===== config.mk =====
export PLATFORM = sky130hd
export DESIGN_NAME = cmp_pipe_unit
export DESIGN_NICKNAME = d
export VERILOG_FILES = /design/src/rtl/cmp_pkg.sv /design/src/rtl/cmp_core.sv /design/src/rtl/cmp_pipe_unit.sv
export SDC_FILE = /design/constraint.sdc
export NUM_CORES = 1
export LEC_CHECK = 0
export BUFFER_PORTS_ARGS = -buffer_cell sky130_fd_sc_hd__buf_2
export CAP_MARGIN = 25
export CORE_MARGIN = 3
export CORE_UTILIZATION = 50
export CTS_CLUSTER_SIZE = 28
export DETAILED_ROUTE_END_ITERATION = 16
export PLACE_DENSITY = 0.8
export SETUP_SLACK_MARGIN = 0.1
export SYNTH_ARGS = -nofsm -noshare
export SYNTH_HDL_FRONTEND = slang
export SYNTH_SLANG_ARGS = --single-unit

===== constraint.sdc =====
create_clock -name CLK -period 2.7 [get_ports CLK]
set_input_delay 0.135 -clock CLK [delete_from_list [all_inputs] [get_ports CLK]]
set_output_delay 0.135 -clock CLK [all_outputs]
set_load 0.02 [all_outputs]

===== src/rtl/cmp_pkg.sv =====
// Shared definitions for the pipelined compare unit: function codes, legacy
// result constants and the S1 stage record.
package cmp_pkg;

  // Operands are widened to this width inside the pipe; DATA_WIDTH must not exceed it.
  localparam int CMP_MAX_DW = 64;

  localparam logic [2:0] FUNC_NOP = 3'd0;
  localparam logic [2:0] FUNC_EQ  = 3'd1;
  localparam logic [2:0] FUNC_GT  = 3'd2;
  localparam logic [2:0] FUNC_LT  = 3'd3;
  localparam logic [2:0] FUNC_NE  = 3'd4;
  localparam logic [2:0] FUNC_GE  = 3'd5;
  localparam logic [2:0] FUNC_MAX = 3'd6;
  localparam logic [2:0] FUNC_MIN = 3'd7;

  localparam logic [1:0] RES_EQ = 2'd1;
  localparam logic [1:0] RES_GT = 2'd2;
  localparam logic [1:0] RES_LT = 2'd3;

  typedef struct packed {
    logic [CMP_MAX_DW-1:0] a;
    logic [CMP_MAX_DW-1:0] b;
    logic [2:0]            func;
    logic                  signed_mode;
    logic                  valid;
  } stage_t;

  // Predicate functions (EQ..GE) are the ones whose non-zero result is a "match".
  function automatic logic is_predicate(input logic [2:0] func);
    return (func >= FUNC_EQ) && (func <= FUNC_GE);
  endfunction

endpackage


===== src/rtl/cmp_core.sv =====
// Combinational compare evaluator. Operands arrive already extended to
// CMP_MAX_DW according to signed_mode, so one wide compare serves both modes.
module cmp_core
  import cmp_pkg::*;
#(
  parameter int DATA_WIDTH = 8
) (
  input  logic [CMP_MAX_DW-1:0] a,
  input  logic [CMP_MAX_DW-1:0] b,
  input  logic [2:0]            func,
  input  logic                  signed_mode,
  output logic [DATA_WIDTH-1:0] result,
  output logic                  flag
);

  logic eq;
  logic gt;
  logic lt;

  assign eq = (a == b);
  assign gt = signed_mode ? ($signed(a) > $signed(b)) : (a > b);
  assign lt = signed_mode ? ($signed(a) < $signed(b)) : (a < b);

  always_comb begin
    result = '0;
    case (func)
      FUNC_EQ:  result = eq ? DATA_WIDTH'(RES_EQ) : '0;
      FUNC_GT:  result = gt ? DATA_WIDTH'(RES_GT) : '0;
      FUNC_LT:  result = lt ? DATA_WIDTH'(RES_LT) : '0;
      FUNC_NE:  result = eq ? '0 : DATA_WIDTH'(1'b1);
      FUNC_GE:  result = lt ? '0 : DATA_WIDTH'(1'b1);
      // Ties fall through to A for both MAX and MIN.
      FUNC_MAX: result = DATA_WIDTH'(lt ? b : a);
      FUNC_MIN: result = DATA_WIDTH'(gt ? b : a);
      default:  result = '0;
    endcase
  end

  assign flag = (func != FUNC_NOP);

endmodule


===== src/rtl/cmp_pipe_unit.sv =====
// Two-stage valid/ready compare unit (S1 operand register, S2 result register).
// Optional saturating match counter enabled by defining CMP_MATCH_CNT_EN.
module cmp_pipe_unit
  import cmp_pkg::*;
#(
  parameter int DATA_WIDTH = 8,
  parameter int CNT_WIDTH  = 8
) (
  input  logic                  CLK,
  input  logic                  RST,
  input  logic                  FLUSH,
  input  logic                  IN_VALID,
  output logic                  IN_READY,
  input  logic [DATA_WIDTH-1:0] A,
  input  logic [DATA_WIDTH-1:0] B,
  input  logic [2:0]            ALU_FUNC,
  input  logic                  SIGNED_MODE,
  output logic                  OUT_VALID,
  input  logic                  OUT_READY,
  output logic [DATA_WIDTH-1:0] CMP_OUT,
  output logic                  CMP_Flag
`ifdef CMP_MATCH_CNT_EN
  ,
  output logic [CNT_WIDTH-1:0]  MATCH_CNT,
  input  logic                  CNT_CLR
`endif
);

  if (DATA_WIDTH < 2 || DATA_WIDTH > CMP_MAX_DW || CNT_WIDTH < 1) begin : g_param_check
    $error("cmp_pipe_unit: unsupported DATA_WIDTH/CNT_WIDTH");
  end

  stage_t                s1_reg;
  stage_t                s1_next;
  logic                  out_valid_reg;
  logic [DATA_WIDTH-1:0] cmp_out_reg;
  logic                  cmp_flag_reg;
  logic [DATA_WIDTH-1:0] core_result;
  logic                  core_flag;
  logic                  adv;

  assign adv       = ~out_valid_reg | OUT_READY;
  assign IN_READY  = adv & ~FLUSH;
  assign OUT_VALID = out_valid_reg;
  assign CMP_OUT   = cmp_out_reg;
  assign CMP_Flag  = cmp_flag_reg;

  // Extend operands by mode at capture time so the core compares at one width.
  always_comb begin
    s1_next.a           = SIGNED_MODE ? CMP_MAX_DW'($signed(A)) : CMP_MAX_DW'(A);
    s1_next.b           = SIGNED_MODE ? CMP_MAX_DW'($signed(B)) : CMP_MAX_DW'(B);
    s1_next.func        = ALU_FUNC;
    s1_next.signed_mode = SIGNED_MODE;
    s1_next.valid       = IN_VALID;
  end

  cmp_core #(
    .DATA_WIDTH(DATA_WIDTH)
  ) u_core (
    .a          (s1_reg.a),
    .b          (s1_reg.b),
    .func       (s1_reg.func),
    .signed_mode(s1_reg.signed_mode),
    .result     (core_result),
    .flag       (core_flag)
  );

  always_ff @(posedge CLK or negedge RST) begin
    if (!RST) begin
      s1_reg        <= '0;
      out_valid_reg <= 1'b0;
      cmp_out_reg   <= '0;
      cmp_flag_reg  <= 1'b0;
    end else if (FLUSH) begin
      s1_reg.valid  <= 1'b0;
      out_valid_reg <= 1'b0;
      cmp_out_reg   <= '0;
      cmp_flag_reg  <= 1'b0;
    end else if (adv) begin
      s1_reg        <= s1_next;
      out_valid_reg <= s1_reg.valid;
      cmp_out_reg   <= s1_reg.valid ? core_result : '0;
      cmp_flag_reg  <= s1_reg.valid & core_flag;
    end
  end

`ifdef CMP_MATCH_CNT_EN
  logic                 s2_hit_reg;
  logic [CNT_WIDTH-1:0] match_cnt_reg;

  assign MATCH_CNT = match_cnt_reg;

  // s2_hit_reg tracks whether the result now held in S2 counts as a match.
  always_ff @(posedge CLK or negedge RST) begin
    if (!RST) begin
      s2_hit_reg    <= 1'b0;
      match_cnt_reg <= '0;
    end else begin
      if (FLUSH) begin
        s2_hit_reg <= 1'b0;
      end else if (adv) begin
        s2_hit_reg <= s1_reg.valid & is_predicate(s1_reg.func) & (core_result != '0);
      end

      if (CNT_CLR) begin
        match_cnt_reg <= '0;
      end else if (out_valid_reg && OUT_READY && s2_hit_reg && (match_cnt_reg != '1)) begin
        match_cnt_reg <= match_cnt_reg + CNT_WIDTH'(1);
      end
    end
  end
`endif

endmodule


## Yosys cells after proc, flatten, opt, wreduce, memory -nomap -nowiden

Cells that the tools add are included.

- Bits in registers: 143
- Bits in latches: 0
- RAM bits: 0
- Memory bits (read-only): 0
- Output and inout port bits: 11
- Memories: 0

- Add/subtract/negate cells: 0
- Multiply operators: 0
- Divide/modulo/power cells: 0
- Order comparisons: 4
- Equality and inequality tests: 8
- Shifts and indexed selects: 0
- Mux-type cells: 21
- Bitwise logic cells: 5
- Reductions and logical operators: 3

Operator list:

| operator | number |
|---|---|
| $gt A64 B64 Y1 | 2 |
| $lt A64 B64 Y1 | 2 |
| $mux W64 | 2 |
| $eq A64 B64 Y1 | 1 |
| $pmux W8 S7 | 1 |
| $mux W8 | 5 |
| $eq A3 B3 Y1 const B | 4 |
| $mux W1 | 11 |
| $eq A3 B2 Y1 const B | 2 |
| $mux W2 | 2 |
| $eq A3 B1 Y1 const B | 1 |
| $reduce_bool A3 Y1 | 1 |
| $and A1 B1 Y1 | 2 |
| $not A1 Y1 | 2 |
| $reduce_and A2 Y1 | 1 |
| $reduce_bool A2 Y1 | 1 |
| $or A1 B1 Y1 | 1 |

## Logic depth before layout (Yosys ltp)

- Depth after elaboration: 7
- Mapped depth: 9

## By module

From an unflattened synthesis, not the netlist that was laid out.

- Cells, all modules: 369
- Area total of the unflattened synthesis: 3325.7 µm²

Modules (own cells, without submodules):

| module | times used | cells an instance | area each (µm²) | seq. area each (µm²) |
|---|---|---|---|---|
| cmp_core | 1 | 268 | 1925.6 | 0.0 |
| cmp_pipe_unit | 1 | 101 | 1400.1 | 825.8 |

## Worst setup path before layout

No wires, ideal clock.

- Path type: register to register
- Start: reg s1_reg[6] in the netlist's numbering
- End: reg cmp_out_reg[2] (netlist: CMP_OUT[2])
- Data arrival time: 2035 ps
- Data required time: 2574 ps
- Path slack: 539 ps
- Cell stages (with the launch flop): 10
- Path buffers: 0
- Clock period less this slack: 2161 ps
- Path through: dfrtp_1 inv_1 ha_1 nor2b_1 o211ai_1 a211oi_4 nor2_4 mux2i_2 nor3_1 a221o_1

- Word-level cells in the longest chain between the ends: 7
- Elaborated cells between the ends (all ways): 12

RTL lines:

| item | line | RTL |
|---|---|---|
| start, declared | cmp_pipe_unit.sv:33 | `stage_t s1_reg;` |
| start signal, assigned | cmp_pipe_unit.sv:80 | `s1_reg <= s1_next;` |
| $gt A64 B64 Y1 or $lt A64 B64 Y1 (tied branches) | cmp_core.sv:21, cmp_core.sv:22 |  |
| $mux W1 (on tied branches) | cmp_core.sv:21, cmp_core.sv:22 |  |
| $mux W8 (on tied branches) | cmp_core.sv:34, cmp_core.sv:33 |  |
| $pmux W8 S7 (*) | cmp_core.sv:26 | `case (func)` |
| $mux W8 (*) | cmp_pipe_unit.sv:82 | `cmp_out_reg <= s1_reg.valid ? core_result : '0;` |
| $mux W8 (*) | cmp_pipe_unit.sv:79 | `end else if (adv) begin` |
| $mux W8 (*) | cmp_pipe_unit.sv:74 | `end else if (FLUSH) begin` |
| end signal, assigned | cmp_pipe_unit.sv:82 |  |
| end, declared | cmp_pipe_unit.sv:36 | `logic [DATA_WIDTH-1:0] cmp_out_reg;` |

Mark *: on every way between the ends. The rest lies on a longest branch, timed or not. The select of a mux whose other input is x is not followed.
A chain may end at the register's enable or synchronous reset.

## Worst setup path after layout

- Start: reg s1_reg[6] in the netlist's numbering
- End: reg cmp_out_reg[7] (netlist: CMP_OUT[7])

Same word-level chain as after synthesis.

==> flow_summary.ini <==
[routing]
postRouteAntennaNets = 0
drt_iter0_markers = 55
viasPerCell = 5.35
wl_per_cell_um = 13.5
firstDrtPassIters = 4
drt-total-wl_um = 3450
vias = 1370
drc = 0

[timing]
skew_ns = 0.0130
min_period_ns = 2.46
whs_ns = 0.0130
slew_violations = 0
finalSetupTns_ns = 0
finalHoldViolations = 0
fmax_ghz = 0.407
rsz0062_at_grt = false
setup_viol = 0
final.period_utilization = 0.909
max_slew_margin = 0.521
tightestPinTransition_ns = 0.718

[hold_path]
holdCritStartpoint = B[2]
min_to = s1_reg[7]$_DFFE_PN0P_
min_path_type = input port to flop
hold_path_depth = 3

[floorplan]
die_w_um = 66.1
core_area_mm2 = 0.00342
start_util = 0.529
chipHeight_um = 66.1
core.rowCount = 21
dieArea_mm2 = 0.00437
ioPinCount = 36

[synth]
yosysTopAreaCell = dfrtp_1
ys_ff_latch = 33
async_flop_share = 1.00
synth.area.top_cells = dfrtp_1 46%, mux2_2 8.1%, ha_1 6.2%
yosysUniqueCellTypes = 45
ys.flop_type = dfrtp_1
synth_nets = 200
synth_edf_count = 0
ys_seq_area_frac = 0.457
synth_top_area_share = 0.457
syn_area_mm2 = 0.00181
syn_inst = 166
synth_warnings = 0
syn_avg_cell_area_um2 = 10.9

[grt]
grt_pass1_vias = 1261
grt_pass1_wl_um = 5850
antenna_found_initial = 0
grt_max_degree = 34
overflow = 0
grt_usage = 0.175

[clock_tree]
cts_sinks = 33
clk_latency_ns = 0.33
cts_htree_levels = 2
cts.clk_slew.worst_paths_ns = 0.11
cts_resized = 0
numCtsBuffers = 5
cts_tree = built
root_buffer = clkbuf_4
ctsHoldBuffers = 5
post_cts_buffers = 0
clock_path_buffers = 2

[pwr]
clkPwrFrac = 0.289
intPower_w = 0.000885
swShare = 0.300
p_per_area_mw_per_mm2 = 588
leakage_nw = 1.03
vdd_drop_max_uv = 371
p_switching_w = 0.000380
p_comb_frac = 0.253
p_seq_frac = 0.458

[setup_path]
r2r_start = s1_reg[6]$_DFFE_PN0P_
required_ns = 2.92
worstSetupStartpointType = flop
rr_endpoint = CMP_OUT[7]$_DFFE_PN0P_
worst-r2r-cell-count = 9
critPathArrivalTime_ns = 2.68
crit_path_end_kind = flop
r2r_slack_ns = 0.24
worstSetupPathType = flop to flop
critPathMaxFanout = 6

[layout]
area_growth_pct = 19.1
final_nets = 243
largest_reg_flops = 23
antennaDiodeCount = 0
fin_util = 0.630
drive_above_1_share = 0.329

[placement]
gp_congestion = 0.861
dpl.hpwl_um = 2620
port_buffers = 35

[job]
maxCapViolations = 0

[outcome]
run_status = finished, final reports clean
cell usage in the layout (no fill, tap or decap), drive strengths merged, types with 2 or more instances in the layout:
cell type,count
dlygate4sd3,5
a221o,6
and3,2
o21ai,12
nand2,14
mux2i,7
nand2b,2
clkbuf,5
nor2,8
buf,38
nand3,5
inv,14
a21oi,4
nor2b,3
or2,2
nor3,6
nand4,2
mux2,13
ha,9
o22a,2
dfrtp,33
kinds of logic after synthesis:
logic type,share of synthesized area
and+or+nand+nor,0.127
AOI/OAI and AO/OA,0.167
DFF,0.457
buffers and inverters,0.0595
muxes,0.122
adders and majority gates,0.0623
xor gates and xnor gates,0.00485
stage by stage:
step / instance area, um2 / setup slack (ns) / total power (W) / std cells
after floorplan: 1810 / 0.539 / 0.000826 / 166
after detailed placement: 2020 / 0.256 / 0.000906 / 243
final: 2150 / 0.245 / 0.00127 / 256
after global placement: 2020 / 0.358 / 0.000897 / 243
after CTS: 2150 / 0.248 / 0.00128 / 256
after global routing: 2150 / 0.146 / 0.00135 / 256
final cells by class:
cell class / count / area, um2
inverter: 14 / 52.6
multi-input combinational: 112 / 886
clock inverter: 3 / 46.3
sequential: 33 / 826
fill: 291 / 1260
timing repair buffer: 43 / 248
tap: 46 / 57.6
clock buffer: 5 / 37.5
worst max path at each step:
stage | start | to | slack, ns
after floorplan | s1_reg[6]$_DFFE_PN0P_ | CMP_OUT[2]$_DFFE_PN0P_ | 0.54
after global placement | s1_reg[6]$_DFFE_PN0P_ | CMP_OUT[5]$_DFFE_PN0P_ | 0.36
after detailed placement | s1_reg[6]$_DFFE_PN0P_ | CMP_OUT[7]$_DFFE_PN0P_ | 0.26
after CTS | s1_reg[6]$_DFFE_PN0P_ | CMP_OUT[7]$_DFFE_PN0P_ | 0.25
after global routing | s1_reg[6]$_DFFE_PN0P_ | CMP_OUT[2]$_DFFE_PN0P_ | 0.15
final | s1_reg[6]$_DFFE_PN0P_ | CMP_OUT[7]$_DFFE_PN0P_ | 0.24
worst max-delay path, stage by stage (launching register included):
cell	delay, ns
dfrtp_1	0.41
inv_1	0.08
ha_1	0.31
nor2b_1	0.13
o211ai_1	0.30
a211oi_4	0.13
nor2_4	0.22
mux2i_2	0.41
nor3_1	0.09
a221o_1	0.28
Yosys cell counts, types with 2 or more instances:
cell type	count
nand2_1	14
nor2_1	6
nor3_1	6
mux2_2	13
inv_1	14
clkbuf_1	2
nor2b_1	3
dfrtp_1	33
and3_1	2
nand3_1	5
a221o_1	6
clkbuf_8	2
a21oi_1	4
mux2i_1	6
ha_1	9
o21ai_0	11
nand2b_1	2
power by group through the flow:
stage	clock network, W	registers [W]	logic (W)
after floorplan	0	0.000578	0.000248
after global placement	0	0.000586	0.000311
after detailed placement	0	0.000589	0.000317
after CTS	0.000375	0.000579	0.000324
after global routing	0.000402	0.000585	0.000360
final	0.000366	0.000579	0.000320
routing by layer:
layer | part of all wire | track usage | up-vias
li1 | - | - | 684
met1 | 0.45 | 0.232 | 653
met2 | 0.49 | 0.280 | 29
met3 | 0.044 | 0.0425 | 4
met4 | 0.0098 | 0.0533 | 0
met5 | 0 | 0 | -
Note: power is estimated with default switching activity, not from simulation.
